$ cat config.mk
export PLATFORM = sky130hd
export DESIGN_NAME = spi_slave_rx_mode1
export DESIGN_NICKNAME = d
export VERILOG_FILES = /design/src/rtl/spi_slave_rx_mode1_pkg.sv /design/src/rtl/spi_slave_rx_mode1_sync_edge.sv /design/src/rtl/spi_slave_rx_mode1.sv
export SDC_FILE = /design/constraint.sdc
export NUM_CORES = 1
export LEC_CHECK = 0
export CORE_MARGIN = 2
export CORE_UTILIZATION = 40
export DETAILED_ROUTE_END_ITERATION = 6
export SYNTH_ARGS = -nofsm -noshare
export SYNTH_HDL_FRONTEND = slang
export SYNTH_SLANG_ARGS = --single-unit
$ cat constraint.sdc
create_clock -name In_clk -period 2.4 [get_ports In_clk]
set_input_delay 0.36 -clock In_clk [delete_from_list [all_inputs] [get_ports In_clk]]
set_output_delay 0.36 -clock In_clk [all_outputs]
set_load 0.02 [all_outputs]
$ cat src/rtl/spi_slave_rx_mode1_pkg.sv
// Shared definitions for the mode-1 SPI slave receiver: bus mode constants,
// default geometry and the receive FSM state type.
package spi_pkg;

    localparam logic        SPI_CPOL        = 1'b0;
    localparam logic        SPI_CPHA        = 1'b1;
    localparam int unsigned DEF_DATA_W      = 8;
    localparam int unsigned DEF_SYNC_STAGES = 2;

    typedef enum logic [0:0] {
        ST_IDLE = 1'b0,
        ST_RECV = 1'b1
    } spi_state_e;

endpackage

$ cat src/rtl/spi_slave_rx_mode1_sync_edge.sv
// Single-pin synchronizer with registered rise/fall detection.
// o_level is the synchronized level that the edge pulses were derived from,
// so data pins sampled through o_level stay aligned with clock-pin pulses.
module spi_sync_edge
    import spi_pkg::*;
#(
    parameter int unsigned STAGES  = DEF_SYNC_STAGES,
    parameter logic        RST_VAL = SPI_CPOL
) (
    input  logic i_clk,
    input  logic i_rst_n,
    input  logic i_async,
    output logic o_level,
    output logic o_rise,
    output logic o_fall
);

    logic [STAGES-1:0] r_sync;
    logic              r_prev;
    logic              r_rise;
    logic              r_fall;

    // Synchronizer chain, previous-value flop and registered edge pulses
    always_ff @(posedge i_clk) begin
        if (!i_rst_n) begin
            r_sync <= {STAGES{RST_VAL}};
            r_prev <= RST_VAL;
            r_rise <= 1'b0;
            r_fall <= 1'b0;
        end else begin
            r_sync <= {r_sync[STAGES-2:0], i_async};
            r_prev <= r_sync[STAGES-1];
            r_rise <= ~r_prev &  r_sync[STAGES-1];
            r_fall <=  r_prev & ~r_sync[STAGES-1];
        end
    end

    assign o_level = r_prev;
    assign o_rise  = r_rise;
    assign o_fall  = r_fall;

endmodule

$ cat src/rtl/spi_slave_rx_mode1.sv
// SPI mode-1 (CPOL=0, CPHA=1) slave receiver, oversampled by In_clk.
// Optional feature macro: SPI_SLAVE_RX_OVERRUN_EN adds a sticky overrun flag
// (Out_rx_overrun, cleared by In_clr_err) and drops words that arrive while
// the previous one is still unaccepted; without it, new words overwrite.
module spi_slave_rx_mode1
    import spi_pkg::*;
#(
    parameter int unsigned DATA_W      = DEF_DATA_W,
    parameter int unsigned SYNC_STAGES = DEF_SYNC_STAGES
) (
    input  logic              In_clk,
    input  logic              In_rst_n,
    input  logic              In_spi_cs_n,
    input  logic              In_spi_sclk,
    input  logic              In_spi_mosi,
    input  logic              In_rx_ready,
    output logic              Out_rx_valid,
    output logic [DATA_W-1:0] Out_rx_data,
    output logic              Out_rx_busy,
    output logic              Out_frame_err
`ifdef SPI_SLAVE_RX_OVERRUN_EN
    ,
    output logic              Out_rx_overrun,
    input  logic              In_clr_err
`endif
);

    localparam int unsigned     CNT_W          = (DATA_W > 1) ? $clog2(DATA_W) : 1;
    localparam logic [CNT_W-1:0] CNT_LAST      = CNT_W'(DATA_W - 1);
    localparam logic            SAMPLE_ON_FALL = SPI_CPOL ^ SPI_CPHA;

    spi_state_e        r_state;
    spi_state_e        w_state_nxt;
    logic [CNT_W-1:0]  r_cnt;
    logic [DATA_W-1:0] r_shift;
    logic [DATA_W-1:0] r_data;
    logic              r_valid;
    logic              r_frame_err;
`ifdef SPI_SLAVE_RX_OVERRUN_EN
    logic              r_overrun;
`endif

    logic              w_cs_level_unused;
    logic              w_cs_rise;
    logic              w_cs_fall;
    logic              w_sclk_level_unused;
    logic              w_sclk_rise;
    logic              w_sclk_fall;
    logic              w_mosi;
    logic              w_mosi_rise_unused;
    logic              w_mosi_fall_unused;
    logic              w_sclk_edge;
    logic              w_busy;
    logic              w_start;
    logic              w_abort;
    logic              w_shift_en;
    logic              w_word_done;
    logic [DATA_W-1:0] w_new_word;

    spi_sync_edge #(.STAGES(SYNC_STAGES), .RST_VAL(1'b1)) u_sync_cs (
        .i_clk   (In_clk),
        .i_rst_n (In_rst_n),
        .i_async (In_spi_cs_n),
        .o_level (w_cs_level_unused),
        .o_rise  (w_cs_rise),
        .o_fall  (w_cs_fall)
    );

    spi_sync_edge #(.STAGES(SYNC_STAGES), .RST_VAL(SPI_CPOL)) u_sync_sclk (
        .i_clk   (In_clk),
        .i_rst_n (In_rst_n),
        .i_async (In_spi_sclk),
        .o_level (w_sclk_level_unused),
        .o_rise  (w_sclk_rise),
        .o_fall  (w_sclk_fall)
    );

    spi_sync_edge #(.STAGES(SYNC_STAGES), .RST_VAL(1'b0)) u_sync_mosi (
        .i_clk   (In_clk),
        .i_rst_n (In_rst_n),
        .i_async (In_spi_mosi),
        .o_level (w_mosi),
        .o_rise  (w_mosi_rise_unused),
        .o_fall  (w_mosi_fall_unused)
    );

    // Mode 1 samples on the trailing SCLK edge, which is the falling edge
    assign w_sclk_edge = SAMPLE_ON_FALL ? w_sclk_fall : w_sclk_rise;
    assign w_new_word  = {r_shift[DATA_W-2:0], w_mosi};

    // FSM state register
    always_ff @(posedge In_clk) begin
        if (!In_rst_n) begin
            r_state <= ST_IDLE;
        end else begin
            r_state <= w_state_nxt;
        end
    end

    // FSM next state: CS assertion opens a frame, deassertion closes it
    always_comb begin
        w_state_nxt = r_state;
        case (r_state)
            ST_IDLE: if (w_cs_fall) w_state_nxt = ST_RECV;
            ST_RECV: if (w_cs_rise) w_state_nxt = ST_IDLE;
            default: w_state_nxt = ST_IDLE;
        endcase
    end

    // FSM outputs; CS deassertion takes priority over a coincident SCLK edge
    always_comb begin
        w_busy      = (r_state == ST_RECV);
        w_start     = (r_state == ST_IDLE) && w_cs_fall;
        w_abort     = (r_state == ST_RECV) && w_cs_rise;
        w_shift_en  = (r_state == ST_RECV) && !w_cs_rise && w_sclk_edge;
        w_word_done = w_shift_en && (r_cnt == CNT_LAST);
    end

    // Bit counter and shift register, cleared at frame start and end
    always_ff @(posedge In_clk) begin
        if (!In_rst_n) begin
            r_cnt   <= '0;
            r_shift <= '0;
        end else if (w_start || w_abort) begin
            r_cnt   <= '0;
            r_shift <= '0;
        end else if (w_shift_en) begin
            r_shift <= w_new_word;
            r_cnt   <= w_word_done ? '0 : r_cnt + 1'b1;
        end
    end

    // Frame error pulse when CS closes with a partial word
    always_ff @(posedge In_clk) begin
        if (!In_rst_n) begin
            r_frame_err <= 1'b0;
        end else begin
            r_frame_err <= w_abort && (r_cnt != '0);
        end
    end

    // Output word register with valid/ready handshake
    always_ff @(posedge In_clk) begin
        if (!In_rst_n) begin
            r_valid   <= 1'b0;
            r_data    <= '0;
`ifdef SPI_SLAVE_RX_OVERRUN_EN
            r_overrun <= 1'b0;
`endif
        end else begin
`ifdef SPI_SLAVE_RX_OVERRUN_EN
            if (In_clr_err) begin
                r_overrun <= 1'b0;
            end
            // A completed word only loads if the slot is free or being emptied
            if (w_word_done && r_valid && !In_rx_ready) begin
                r_overrun <= 1'b1;
            end else if (w_word_done) begin
                r_data  <= w_new_word;
                r_valid <= 1'b1;
            end else if (r_valid && In_rx_ready) begin
                r_valid <= 1'b0;
            end
`else
            if (w_word_done) begin
                r_data  <= w_new_word;
                r_valid <= 1'b1;
            end else if (r_valid && In_rx_ready) begin
                r_valid <= 1'b0;
            end
`endif
        end
    end

    assign Out_rx_valid   = r_valid;
    assign Out_rx_data    = r_data;
    assign Out_rx_busy    = w_busy;
    assign Out_frame_err  = r_frame_err;
`ifdef SPI_SLAVE_RX_OVERRUN_EN
    assign Out_rx_overrun = r_overrun;
`endif

endmodule

==> metrics.txt <==
status finished, final reports clean; setup TNS 0 ns; min Tclk post-route 1.79 ns; Worst Tran Pin Value 0.436 ns; Final #Nets 144; total vias in the final route a little over 800; clock transition at the registers of the reported paths 0.09 ns; Slew Limit Fails 0; syn avg cell area 9.88 µm²; Leak 0.589 nW; CP delay by family, top buffers and inverters; die area 3280 µm²; routability cong. 0.684; crit-path max cell delay approximately 0.65 ns; largest net degree at the start of global routing 22; htree depth 2; Max Freq about 0.56 GHz; CTS Sinks 33; Buf+Inv Stages, Crit Path 1; RSZ-0062 raised after global routing false; CTS Root Cell clkbuf_4; Iteration-0 DRC Markers 13; Num CTS Buffers 5; Post-CTS Hold Buffers 0; PwrDens approximately 630 nW/µm²; VDD IR-drop max 0.000445 V; Core Area 2730 µm²; Mapped Cells 115; Slew headroom 0.709; worst min path class flip-flop to flip-flop; DR pass1 iterations 4; Max-cap violations 0; later-pin clock latency in the skew report 0.33 ns; first-pass GRT wire length between 3 and 4 mm; FF+latch count, synth 33; Bufs on Longest Clock Path 2; share of layout cells above drive strength 1 0.0588; vias in the first global route 810; cts repair resizes 0; Netlist cell types 21; dpl ws 0.552 ns; Starting Density 0.416; Area Growth Syn to Fin 22.4%; Setup Skew 0.00649 ns; HPWL Detailed 1.28 mm; initial antenna violation count 0; Post-Syn Nets approximately 120; Syn Std Cell Area 1140 µm²; CP Data Required Time 2.04 ns; postcts setup bufs 0; Routed wire per std cell between 10 and 15 µm; Die Wd ~57 µm; FF+latch area 661 µm²; ANT cells 0; final wirelength 1.84 mm; fill count 273; area occupied by multi-input gates 439 µm²; # DRC 0; Overall Global Routing Usage 0.138; Fin. Hold Viols 0; slowest CP cell clkdlybuf4s50_1; CP arrival ~1.4 ns; Max FO, Critical Path 7; post-synthesis sequential area ratio 0.581; endpoints failing setup 0; count of synthesis-stage warnings from yosys 0; Via-to-Cell Ratio 4.86; Boundary Pins 17; Synth area leaders dfxtp_1 58%, mux2i_1 7.0%, nand3_1 4.4%; critical path class flip-flop to output pin; final worst-path cycle share 0.746; post-placement cell count 159; row count 19; crit-path cells clkdlybuf4s50_1; die span in y 57.3 µm; Yosys top cell area share 0.581; startpoint types flip-flop; Final ANT Viol Nets 0; count of input and output buffers 16; cell taking the most area after synthesis dfxtp_1; CTS tree built; Congestion Overflow GR 0; final worst slack approximately 0.6 ns; CP Capture Type output pin; Final Non-Filler Cells 167
[flip-flops by register name, indices dropped and copies added (netlist names)]
signal / count
Out_rx_data: 8
r_shift: 7
r_cnt: 3
u_sync_cs.r_sync: 2
u_sync_mosi.r_sync: 2
u_sync_sclk.r_sync: 2
Out_frame_err: 1
Out_rx_busy: 1
Out_rx_valid: 1
u_sync_cs.o_fall: 1
u_sync_cs.o_level: 1
u_sync_cs.o_rise: 1
u_sync_mosi.o_level: 1
u_sync_sclk.o_fall: 1
u_sync_sclk.o_level: 1
[cell type report]
| class | count | share of cell area |
|---|---|---|
| inverter | 4 | 0.0108 |
| multi-input combinational | 73 | 0.316 |
| sequential | 33 | 0.475 |
| clock buffer | 8 | 0.0351 |
| tap | 31 | 0.0279 |
| timing repair buffer | 18 | 0.135 |
[cell usage in the layout (no fill, tap or decap)]
| master | n |
|---|---|
| clkdlybuf4s50_1 | 16 |
| o21ai_0 | 6 |
| nand2_1 | 12 |
| nand2b_1 | 6 |
| nand3_1 | 10 |
| inv_1 | 4 |
| nand3b_1 | 1 |
| or3_1 | 1 |
| ha_1 | 3 |
| or3b_1 | 1 |
| buf_4 | 1 |
| a21oi_1 | 3 |
| nand4b_2 | 1 |
| and2_1 | 6 |
| a21boi_0 | 1 |
| nor2_1 | 10 |
| mux2i_1 | 8 |
| dfxtp_1 | 33 |
| o21ai_1 | 2 |
| clkbuf_4 | 5 |
| clkbuf_1 | 3 |
| and3_1 | 1 |
| buf_12 | 1 |
| a21boi_1 | 1 |
[metrics by stage]
| step | area (µm²) | power (mW) | util | hold slack [ns] |
|---|---|---|---|---|
| after floorplan | 1140 | 0.585 | - | 0.383 |
| final | 1390 | 0.873 | 0.508 | 0.408 |
| after CTS | 1390 | 0.888 | 0.508 | 0.404 |
| after global placement | 1340 | 0.601 | 0.491 | 0.390 |
| after detailed placement | 1340 | 0.602 | 0.491 | 0.399 |
| after global routing | 1390 | 0.923 | 0.508 | 0.419 |
[report_power, final]
group / switching [mW] / total, mW / internal, mW
registers: 0.00323 / 0.558 / 0.555
clock network: 0.167 / 0.284 / 0.117
logic: 0.0141 / 0.0305 / 0.0165
total: 0.185 / 0.873 / 0.688
[metal layers]
layer | up-vias | share of wire | track usage
li1 | 420 | - | -
met1 | 377 | 0.46 | 0.152
met2 | 12 | 0.49 | 0.225
met3 | 2 | 0.041 | 0.0680
met4 | 0 | 0.0082 | 0.0598
met5 | - | 0 | 0
[cell usage after synthesis, drive strengths merged]
cell / number
nor2: 10
and2: 6
or3b: 1
nand3b: 1
nand2: 12
or3: 1
dfxtp: 33
nand3: 10
a21boi: 2
nand2b: 6
o21ai: 8
buf: 2
inv: 4
a21oi: 3
clkbuf: 3
and3: 1
nand4b: 1
ha: 3
mux2i: 8
[final timing paths]
kind,startpoint,to,slack (ns),cells past startpoint
min,u_sync_sclk.r_sync[1],u_sync_sclk.o_fall,0.41,1
max,Out_rx_busy,Out_rx_busy,0.61,1
min reg2reg,u_sync_sclk.r_sync[1],u_sync_sclk.o_fall,0.41,1
max reg2reg,r_cnt[0],Out_rx_data[3],0.87,5
[logic make-up (layout without fill, tap and decap cells)]
family                   Yosys count  count (layout)  share of synthesized area
flip-flops                        33              33                      0.581
multiplexers                       8               8                     0.0705
AO/OA/AOI/OAI                     13              13                     0.0617
buffers and inverters              9              30                     0.0319
adder cells (fa/ha/maj)            3               3                     0.0330
AND/OR/NAND/NOR                   49              49                      0.221
Power figures use the tool's default switching activity.
==> RTL change 1: new RTL, same flow settings <==
Build with the macro `SPI_SLAVE_RX_OVERRUN_EN` defined.
--- a/src/rtl/spi_slave_rx_mode1.sv
+++ b/src/rtl/spi_slave_rx_mode1.sv
@@ -4,2 +4,4 @@
 // the previous one is still unaccepted; without it, new words overwrite.
+`define SPI_SLAVE_RX_OVERRUN_EN
+
 module spi_slave_rx_mode1
Interface: changed (added In_clr_err and Out_rx_overrun); port bits go from 17 to 19. The function was not compared with the original's and may differ.
==> RTL change 1 against the original RTL <==
Sequential power is 3% higher; cell count is 7.8% higher; clock skew is 2.4 ps lower; critical path depth stayed put; worst setup slack better by 63 ps; sequential cell count is 1 higher; final area is 3.6% higher; synthesized area is 5.9% higher; total power is 1.6% higher; die area is 5.5% higher; sequential share of layout area is 0.26 points lower; the run now ends with design-rule violations left; global-route usage is 0.18 points higher; critical path type unchanged; routed wire length is 13% higher.
==> RTL change 1: results (changes against the original RTL) <==
placed_design:
  place_ws_ps: 628  # +75.9 ps
  io_buffers: 18  # +2
  hpwl_um: 1390  # +8.3%
  gp_congestion: 0.690  # +0.89%
  place_area_um2: 1400  # +4.0%
  dp_cells: 173  # +8.8%
yosys:
  ys_seq_area_frac: 0.565  # -0.0160
  syn_inst: 129  # +12%
  syn-num-nets: 139  # +12%
  synth.area.top_cells: "dfxtp_1, nand2_1, mux2i_1"
  synth_common_cells: "nand2_1, dfxtp_1, a21oi_1"
drt:
  highest_layer: "met4"
  drc: 3  # +3
  dr_wl_met2_um: 913  # +1.1%
  drt-met1-wl_um: 1000  # +19%
  dr.first_iter.drc_count: 22  # +9
  via_per_inst: 4.83  # -0.47%
  dr_wl_met3_um: 112  # +47%
  wl_um: 2070  # +13%
  dr.pass1.iters: 7  # +3
sta:
  hold_ws_ps: 403  # -4.52 ps
  clock_skew_ps: 4.14  # -2.36 ps
  max-slew-margin-rel: 0.673  # -0.0351
  timing.fmax_mhz: 579  # +3.6%
worst_setup_path:
  crit_arrival_ps: 1370  # -60 ps
  r2r-end: "Out_rx_data[2]$_SDFFE_PN0P_"
  max_stage_delay_ps: 630  # -20 ps
  r2r_cells: 3  # -2
  path_max_fanout: 6  # -1
  reg2reg_slack_ps: 700  # -170 ps
status:
  run_status: "finished, violations left"
  violations: "design-rule violations"
global_route:
  antenna_found_initial: 0  # unchanged
  use_met2: 0.210  # -0.0154
  track_usage: 0.140  # +0.00180
  grt_max_degree: 25  # +14%
  met1_usage: 0.168  # +0.0155
  grt_pass1_wl_um: 3520  # +3.5%
  grt.met3_usage: 0.0615  # -0.00649
  grt_pass1_vias: 820  # +1.2%
worst_hold_path:
  hold_path.class: "reg -> reg"
  whs_path_depth: 1  # unchanged
pwr:
  cellLeakagePower_nw: 0.519  # -12%
  ir_drop_uv: 316  # -29%
  seqPwrFrac: 0.647  # +0.008
  power_density_nw_per_um2: 616  # -1.9%
  p_switching_mw: 0.190  # +2.6%
cells_and_area:
  fill_cells: 261  # -4.4%
  fin_nets: 159  # +10%
  final_cells: 180  # +7.8%
  drive_above_1_share: 0.0403  # -0.0186
clock_tree:
  root_buffer: "clkbuf_4"
==> RTL change 1: cell types whose count changed in the layout (fill, tap and decap cells not counted), sizes merged, moves of 2 or more <==
| cell | unedited run | this run |
|---|---|---|
| a21boi | 2 | 0 |
| a21oi | 3 | 12 |
| clkdlybuf4s50 | 16 | 18 |
| nand2 | 12 | 37 |
| nand3 | 10 | 1 |
| nand3b | 1 | 3 |
| nor2 | 10 | 2 |
| o21ai | 8 | 0 |
==> RTL change 1: kinds of logic (layout without fill, tap and decap cells) <==
group	after synthesis	count (layout)	synth area share
DFF	34	34	0.565
adders and majority gates	3	3	0.0312
and+or+nand+nor	61	61	0.239
AOI/OAI and AO/OA	13	13	0.0561
buffers and inverters	10	30	0.0416
muxes	8	8	0.0665
==> RTL change 1: cell type report <==
cell class              instances  area, µm²  share of cell area
inverters                       4       15.0              0.0104
repair buffers                 19        188               0.130
clock buffers                   7       45.0              0.0313
flip-flops and latches         34        681               0.473
multi-input cells              85        473               0.328
well taps                      31       38.8              0.0269
==> RTL change 2: new RTL, same settings <==
Without the edit above. Remove the register `r_frame_err`: a continuous assignment takes its place, so the output `Out_frame_err` follows one clock earlier.
--- a/src/rtl/spi_slave_rx_mode1.sv
+++ b/src/rtl/spi_slave_rx_mode1.sv
@@ -133,9 +133,3 @@
     // Frame error pulse when CS closes with a partial word
-    always_ff @(posedge In_clk) begin
-        if (!In_rst_n) begin
-            r_frame_err <= 1'b0;
-        end else begin
-            r_frame_err <= w_abort && (r_cnt != '0);
-        end
-    end
+    assign r_frame_err = w_abort && (r_cnt != '0);
 
Formal check against the unedited RTL: not equivalent (Yosys sat finds a counterexample within 10 cycles, from zero or initial values and one cycle with In_rst_n low).
==> RTL change 2 against the original RTL <==
Sequential cell count shrank 1; sequential share of layout area increased by 0.19 points; critical path depth is 3 higher; synthesized area fell by 2.2%; final area fell by 3.4%; count of clock-buffer cells in the layout fell by 2; non-clock buffer count down 1; synthesized cell count shrank 1.7%; worst setup slack lost 250 ps; routed wire length down 7.7%; total power decreased by 3.9%; first-iteration DRC count shrank 23%; highest routed layer unchanged.
==> RTL change 2: results (changes against the original RTL) <==
worst_setup_path:
  r2r_start: "Out_rx_busy$_SDFF_PN0_"
  crit_arrival_ps: 1680  # +250 ps
  path_max_fanout: 4  # -3
  max_stage_delay_ps: 610  # -40 ps
  reg2reg_slack_ps: 780  # -90 ps
  crit_start: "r_cnt[0]$_SDFFE_PP0P_"
  r2r_cells: 3  # -2
  r2r-end: "r_cnt[2]$_SDFFE_PP0P_"
global_route:
  grt.met3_usage: 0.0645  # -0.00351
  track_usage: 0.127  # -0.0111
  grt_pass1_vias: 715  # -12%
  use_met2: 0.204  # -0.0206
  met1_usage: 0.132  # -0.0200
  grt_max_degree: 31  # +41%
drt:
  dr_wl_met3_um: 97  # +28%
  dr_wl_met2_um: 770  # -15%
  vias: 763  # -5.9%
  drt-met1-wl_um: 798  # -5.0%
  dr.first_iter.drc_count: 10  # -3
  routedWlPerCell_um: 10.4  # -5.5%
  dr.pass1.iters: 2  # -2
yosys:
  synth.area.top_cells: "dfxtp_1, mux2i_1, nand3_1"
  netlist-cell-type-count: 19  # -9.5%
  yosys_warnings: 0  # unchanged
  ys_seq_area_frac: 0.577  # -0.00492
  synth_common_cells: "dfxtp_1, nand2_1, nor2_1"
  syn-num-nets: 122  # -1.6%
  synth_ff_type: "dfxtp_1"
cells_and_area:
  diodes: 0  # unchanged
  fill_cells: 274  # +0.37%
  fin_nets: 141  # -2.1%
status:
  run_status: "complete, no violations"
sta:
  max-slew-margin-rel: 0.601  # -0.108
  clock_skew_ps: 5.53  # -0.969 ps
pwr:
  ir_drop_uv: 330  # -26%
placed_design:
  gp_congestion: 0.718  # +4.9%
  hpwl_um: 1150  # -9.9%
flow_run:
  drv_cap: 0  # unchanged
RTL change 2: cell count changes after synthesis, sizes merged:
cell / before / now
dfxtp: 33 / 32
nand3: 10 / 9
RTL change 2: worst register-to-register path, cell delays in order (launching register included):
cell      delay, ps
dfxtp_1         430
nand3b_1        460
or3b_1          530
a21oi_1         140
RTL change 2: cell families (layout without fill, tap and decap cells):
family,after synthesis,count (layout),share of synthesized area
compound gates,13,13,0.0631
fa+ha+maj,3,3,0.0338
buf+inv,9,28,0.0327
flops,32,32,0.577
mux,8,8,0.0721
simple gates,48,48,0.222
RTL change 2: layout make-up:
cell class,count,area (µm²),share of cell area
clock buffer,6,41.3,0.0308
clock inverter,1,5.00,0.00373
multi-input combinational,72,434,0.323
sequential,32,641,0.477
inverter,4,15.0,0.0112
timing repair buffer,17,168,0.125
tap,31,38.8,0.0289
RTL change 2: through the flow:
stage / instances / setup WS, ps / util / hold WS, ps
after floorplan: 113 / 1070 / - / 383
after global placement: 156 / 716 / 0.483 / 389
after detailed placement: 156 / 684 / 0.483 / 398
after CTS: 163 / 330 / 0.500 / 406
after global routing: 163 / 194 / 0.500 / 415
final: 163 / 364 / 0.500 / 405
RTL change 2: worst max path at each step:
stage,to,cells past startpoint
5_1_grt,Out_frame_err,4
6_report,Out_frame_err,4
3_5_place_dp,r_cnt[2]$_SDFFE_PP0P_,4
4_1_cts,Out_frame_err,4
3_3_place_gp,Out_frame_err,4
2_1_floorplan,Out_rx_data[1]$_SDFFE_PN0P_,6
RTL change 2: power by group:
part	internal (mW)	total, mW	switching, mW
sequential	0.538	0.541	0.00302
clock	0.108	0.270	0.163
combinational	0.0143	0.0272	0.0129
